==> config.mk <==
export PLATFORM = sky130hd
export DESIGN_NAME = prefix_addsub_pipe
export DESIGN_NICKNAME = d
export VERILOG_FILES = /design/src/rtl/prefix_pkg.sv /design/src/rtl/prefix_carry_8.sv /design/src/rtl/prefix_addsub_pipe.sv
export SDC_FILE = /design/constraint.sdc
export NUM_CORES = 1
export LEC_CHECK = 0
export BUFFER_PORTS_ARGS = -buffer_cell sky130_fd_sc_hd__buf_2
export CORE_ASPECT_RATIO = 0.7
export CORE_MARGIN = 2
export CORE_UTILIZATION = 42
export DETAILED_ROUTE_END_ITERATION = 16
export GPL_TIMING_DRIVEN = 0
export HOLD_SLACK_MARGIN = 0.05
export SLEW_MARGIN = 5
export SYNTH_ARGS = -nofsm -noshare
export SYNTH_HDL_FRONTEND = slang
export SYNTH_HIERARCHICAL = 1
export SYNTH_SLANG_ARGS = --single-unit
==> constraint.sdc <==
create_clock -name clk -period 4.5 [get_ports clk]
set_input_delay 0.45 -clock clk [delete_from_list [all_inputs] [get_ports clk]]
set_output_delay 0.45 -clock clk [all_outputs]
set_load 0.1 [all_outputs]
==> src/rtl/prefix_pkg.sv <==
// Shared definitions for the parallel-prefix add/subtract pipeline.
package prefix_pkg;

   localparam int WIDTH = 8;

   // Operand-derived state handed from stage 1 to stage 2.
   typedef struct packed {
      logic [WIDTH-1:0] g;
      logic [WIDTH-1:0] p;
      logic             c0;
      logic             sub;
      logic             a_msb;
   } s1_payload_t;

endpackage

==> src/rtl/prefix_carry_8.sv <==
// Combinational 8-bit Kogge-Stone carry network: c[i+1] = G[i:0] | (P[i:0] & c0).
module prefix_carry_8 (
   input  logic [7:0] g,
   input  logic [7:0] p,
   input  logic       c0,
   output logic [8:0] c
);

   // Level k holds group (G,P) spanning up to 2^k bits ending at each position.
   logic [3:0][7:0] gl;
   logic [3:0][7:0] pl;

   assign gl[0] = g;
   assign pl[0] = p;

   for (genvar k = 0; k < 3; k++) begin : g_level
      localparam int D = 1 << k;
      for (genvar i = 0; i < 8; i++) begin : g_bit
         if (i >= D) begin : g_merge
            assign gl[k+1][i] = gl[k][i] | (pl[k][i] & gl[k][i-D]);
            assign pl[k+1][i] = pl[k][i] & pl[k][i-D];
         end else begin : g_pass
            assign gl[k+1][i] = gl[k][i];
            assign pl[k+1][i] = pl[k][i];
         end
      end
   end

   assign c[0]   = c0;
   assign c[8:1] = gl[3] | (pl[3] & {8{c0}});

endmodule

==> src/rtl/prefix_addsub_pipe.sv <==
// Two-stage elastic add/subtract pipeline with parallel-prefix carries,
// optional signed saturation and carry/borrow, overflow and zero flags.
module prefix_addsub_pipe
   import prefix_pkg::*;
#(
   parameter bit SAT = 1'b0
) (
   input  logic       clk,
   input  logic       rst,
   input  logic       in_valid,
   output logic       in_ready,
   input  logic [7:0] a,
   input  logic [7:0] b,
   input  logic       sub,
   input  logic       cin,
   output logic       out_valid,
   input  logic       out_ready,
   output logic [7:0] sum,
   output logic       cout,
   output logic       ovf,
   output logic       zero
);

   // Clamp toward the sign of operand A on signed overflow; wrap otherwise.
   function automatic logic [WIDTH-1:0] saturate(input logic [WIDTH-1:0] raw,
                                                 input logic             ovf_in,
                                                 input logic             a_msb);
      if (SAT && ovf_in)
         return a_msb ? {1'b1, {(WIDTH-1){1'b0}}} : {1'b0, {(WIDTH-1){1'b1}}};
      return raw;
   endfunction

   logic             vld_p1;
   logic             vld_p2;
   logic             ld_p1;
   logic             ld_p2;
   s1_payload_t      pay_d;
   s1_payload_t      pay_p1;
   logic [WIDTH-1:0] beff;
   logic [WIDTH:0]   c_w;
   logic [WIDTH-1:0] sum_raw;
   logic [WIDTH-1:0] sum_fin;
   logic             ovf_w;
   logic             cout_w;
   logic [WIDTH-1:0] sum_p2;
   logic             cout_p2;
   logic             ovf_p2;
   logic             zero_p2;

   // Stage 2 frees up when empty or drained; stage 1 follows stage 2.
   assign ld_p2    = ~vld_p2 | out_ready;
   assign ld_p1    = ~vld_p1 | ld_p2;
   assign in_ready = ld_p1;

   // Subtraction is A + ~B + ~borrow, so B and the carry-in are inverted here.
   assign beff        = b ^ {WIDTH{sub}};
   assign pay_d.g     = a & beff;
   assign pay_d.p     = a ^ beff;
   assign pay_d.c0    = cin ^ sub;
   assign pay_d.sub   = sub;
   assign pay_d.a_msb = a[WIDTH-1];

   // ---- stage 1 boundary ----
   // Capture generate/propagate for an accepted beat and track occupancy.
   always_ff @(posedge clk) begin
      if (rst) begin
         vld_p1 <= 1'b0;
      end else if (ld_p1) begin
         vld_p1 <= in_valid;
         if (in_valid)
            pay_p1 <= pay_d;
      end
   end

   prefix_carry_8 u_carry (
      .g  (pay_p1.g),
      .p  (pay_p1.p),
      .c0 (pay_p1.c0),
      .c  (c_w)
   );

   assign sum_raw = pay_p1.p ^ c_w[WIDTH-1:0];
   assign ovf_w   = c_w[WIDTH] ^ c_w[WIDTH-1];
   assign cout_w  = c_w[WIDTH] ^ pay_p1.sub;
   assign sum_fin = saturate(sum_raw, ovf_w, pay_p1.a_msb);

   // ---- stage 2 boundary ----
   // Register the final result; it holds while the consumer stalls.
   always_ff @(posedge clk) begin
      if (rst) begin
         vld_p2  <= 1'b0;
         sum_p2  <= '0;
         cout_p2 <= 1'b0;
         ovf_p2  <= 1'b0;
         zero_p2 <= 1'b0;
      end else if (ld_p2) begin
         vld_p2 <= vld_p1;
         if (vld_p1) begin
            sum_p2  <= sum_fin;
            cout_p2 <= cout_w;
            ovf_p2  <= ovf_w;
            zero_p2 <= (sum_fin == '0);
         end
      end
   end

   assign out_valid = vld_p2;
   assign sum       = sum_p2;
   assign cout      = cout_p2;
   assign ovf       = ovf_p2;
   assign zero      = zero_p2;

endmodule

==> flow_summary.ini <==
[synth]
yosysUniqueCellTypes = 28
synth_top_family_by_area = compound AO/OA/AOI/OAI gates
syn_area_per_cell_um2 = 12.70
synth_fp_nets = 150
synth_top_cell_by_area = edfxtp_1
syn_area_mm2 = 0.001524
yosys_warnings = 6
yosys.area.top_type_share_pct = 35.47
synth_compound_area_share_pct = 18.31
synth-adder-area-share_pct = 6.568
yosys.area_share.xor_xnor_pct = 11.90
synthSimpleGateAreaFrac_pct = 6.979
synthMuxAreaShare_pct = 0
synth.area.top_cells = edfxtp_1, dfxtp_1, a211oi_2, ha_1, xor2_1
syn_inst = 120
synth.yosys.seq_area_share_pct = 52.55
synth-seq-cells = 31

[placed_design]
gp_congestion = 0.7737
numPortBuffers = 34
detailed_place_hpwl_um = 2021
place_ws_ns = 2.504

[sta]
finalSetupTns_ns = 0
post-route-period-util_pct = 44.84
slew_headroom_pct = 46.19
hold_viol_final = 0
final-setup-viol-count = 0
slew_viol_final = 0
skew_ns = 0.006964
fmax_mhz = 495.6
finalCriticalPeriod_ns = 2.018
rsz0062_at_grt = false
worst_pin_slew_ns = 0.8071
setup_slack_ns = 2.482

[power]
switchingPower_mw = 0.2133
p_seq_share_pct = 48.7
power_frac_clock_pct = 29.7
design_power_total_mw = 0.6867
p_leak_nw = 0.7814
intPower_mw = 0.4734
p_comb_share_pct = 21.6
power_density_mw_per_mm2 = 373.6
worst_ir_drop_vdd_uv = 192.7
power_switching_share_pct = 31.06

[global_route]
antenna_found_initial = 0
track_usage_pct = 14.75
grt_start_max_net_pins = 19
grt_overflow = 0
first_global_vias = 963
grt_pass1_wl_um = 4443

[clocking]
root_buffer = clkbuf_8
cts_setup_buffers = 0
cts_hold_buf = 0
path_clk_slew_ns = 0.06
clk_path_buf_depth = 2
cts_sinks = 31
cts_buffers = 5
ctsResizeCount = 0
insertion_delay_ns = 0.28
htree_num_levels = 2
cts_tree = built

[worst_setup_path]
cp_top_family = compound AO/OA/AOI/OAI gates
cp.required_ns = 4.69
end_kind = register
cp-endpoint = zero$_SDFFE_PP0P_
ff2ff_path_depth = 7
path_depth = 7
slowest_delay_ns = 0.43
crit_path_start_kind = register
cp_slowest_cell = edfxtp_1
critPathBufInv = 0
r2r_slack_ns = 2.48
path_class = reg -> reg
path_cells = a21o_1 -> a31o_1 -> a21oi_2 -> o21ai_1 -> xnor2_1 -> nand4_1 -> o32ai_2
critPathArrivalTime_ns = 2.21
crit_start = pay_p1[3]$_DFFE_PP_
reg2reg_from = pay_p1[3]$_DFFE_PP_
r2r_end = zero$_SDFFE_PP0P_
path_max_fanout = 3

[route]
firstDrtPassIters = 4
antenna_left = 0
drc = 0
routed_wl_um = 2698
wl_per_cell_um = 12.73
vias_per_cell = 4.929
drtIter0Drc = 53
vias = 1045

[floorplanning]
fp.dieArea_mm2 = 0.004134
core_area_mm2 = 0.003491
top_level_ports = 35
die_x_um = 76.00
num_rows = 18
die_y_um = 54.40
initial_core_util_pct = 43.66

[layout]
area_delta_synth_final_pct = 20.61
drive_gt1_share_pct = 38.27
fin_util_pct = 52.65
most-common-layout-cells = buf_2, edfxtp_1, a21oi_1
n_antenna_cell = 0
final_common_cell = buf_2
layout.nets = 191
fill_cells = 327

[run]
drv_cap = 0

[hold_path]
holdCritStartpoint = rst
hp-class = in -> reg
hold_depth = 2

[outcome]
outcome = finished, final reports clean
registers in the layout, summed over array words and instances, names as in the netlist:
name and flops:
pay_p1 18, sum 8, cout 1, out_valid 1, ovf 1, vld_p1 1, zero 1
cell usage after synthesis:
master and number:
a211oi_2 9, a21boi_1 1, a21o_1 4, a21oi_1 14, a21oi_2 1, a31o_1 1
and2_4 1, and2b_1 1, and3_1 2, buf_2 3, buf_4 1, buf_6 2
dfxtp_1 13, edfxtp_1 18, ha_1 8, inv_1 3, nand2_1 5, nand2b_4 1
nand3_1 1, nand3_2 1, nand4_1 3, nor2_1 3, o211a_1 1, o21ai_1 3
o32ai_2 1, xnor2_1 8, xnor2_2 2, xor2_1 9
area by class of cell:
| cell class | instances | area [um^2] | area share (%) |
|---|---|---|---|
| sequential | 31 | 800.8 | 43.57 |
| multi-input combinational | 80 | 666.9 | 36.28 |
| timing repair buffer | 34 | 170.2 | 9.258 |
| clock buffer | 6 | 72.57 | 3.948 |
| tap | 50 | 62.56 | 3.404 |
| buffer | 6 | 45.04 | 2.451 |
| inverter | 3 | 11.26 | 0.6127 |
| clock inverter | 2 | 8.758 | 0.4765 |
layer usage:
layer / up-vias / share of wire (%) / GRT usage, %
li1: 522 / - / -
met1: 481 / 46 / 17.96
met2: 35 / 45 / 23.96
met3: 7 / 6.8 / 4.950
met4: 0 / 2.1 / 8.182
met5: - / 0 / 0
worst min-delay path by stage:
stage	to
after floorplan	sum[6]$_SDFFE_PP0P_
after global placement	sum[5]$_SDFFE_PP0P_
after detailed placement	zero$_SDFFE_PP0P_
after CTS	sum[6]$_SDFFE_PP0P_
after global routing	pay_p1[1]$_DFFE_PP_
final	sum[6]$_SDFFE_PP0P_
logic make-up after synthesis:
kind of cell,count (synthesis)
flip-flops,31
adder cells (fa/ha/maj),8
XOR/XNOR,19
buffers and inverters,9
AND/OR/NAND/NOR,18
AO/OA/AOI/OAI,35
power groups by stage:
stage / clock network, mW / registers [mW] / logic (mW)
floorplan: 0 / 0.391 / 0.0646
global placement: 0 / 0.340 / 0.145
detailed placement: 0 / 0.340 / 0.149
CTS: 0.209 / 0.334 / 0.150
global route: 0.219 / 0.337 / 0.160
finish: 0.204 / 0.334 / 0.148
stage by stage:
stage | cell area, um^2 | instances | hold slack, ns
global placement | 1757 | 204 | 0.4764
finish | 1838 | 212 | 0.3456
global route | 1838 | 212 | 0.3523
detailed placement | 1757 | 204 | 0.4922
floorplan | 1524 | 120 | 0.5146
CTS | 1838 | 212 | 0.3415
Note: power is estimated with default switching activity, not from simulation.
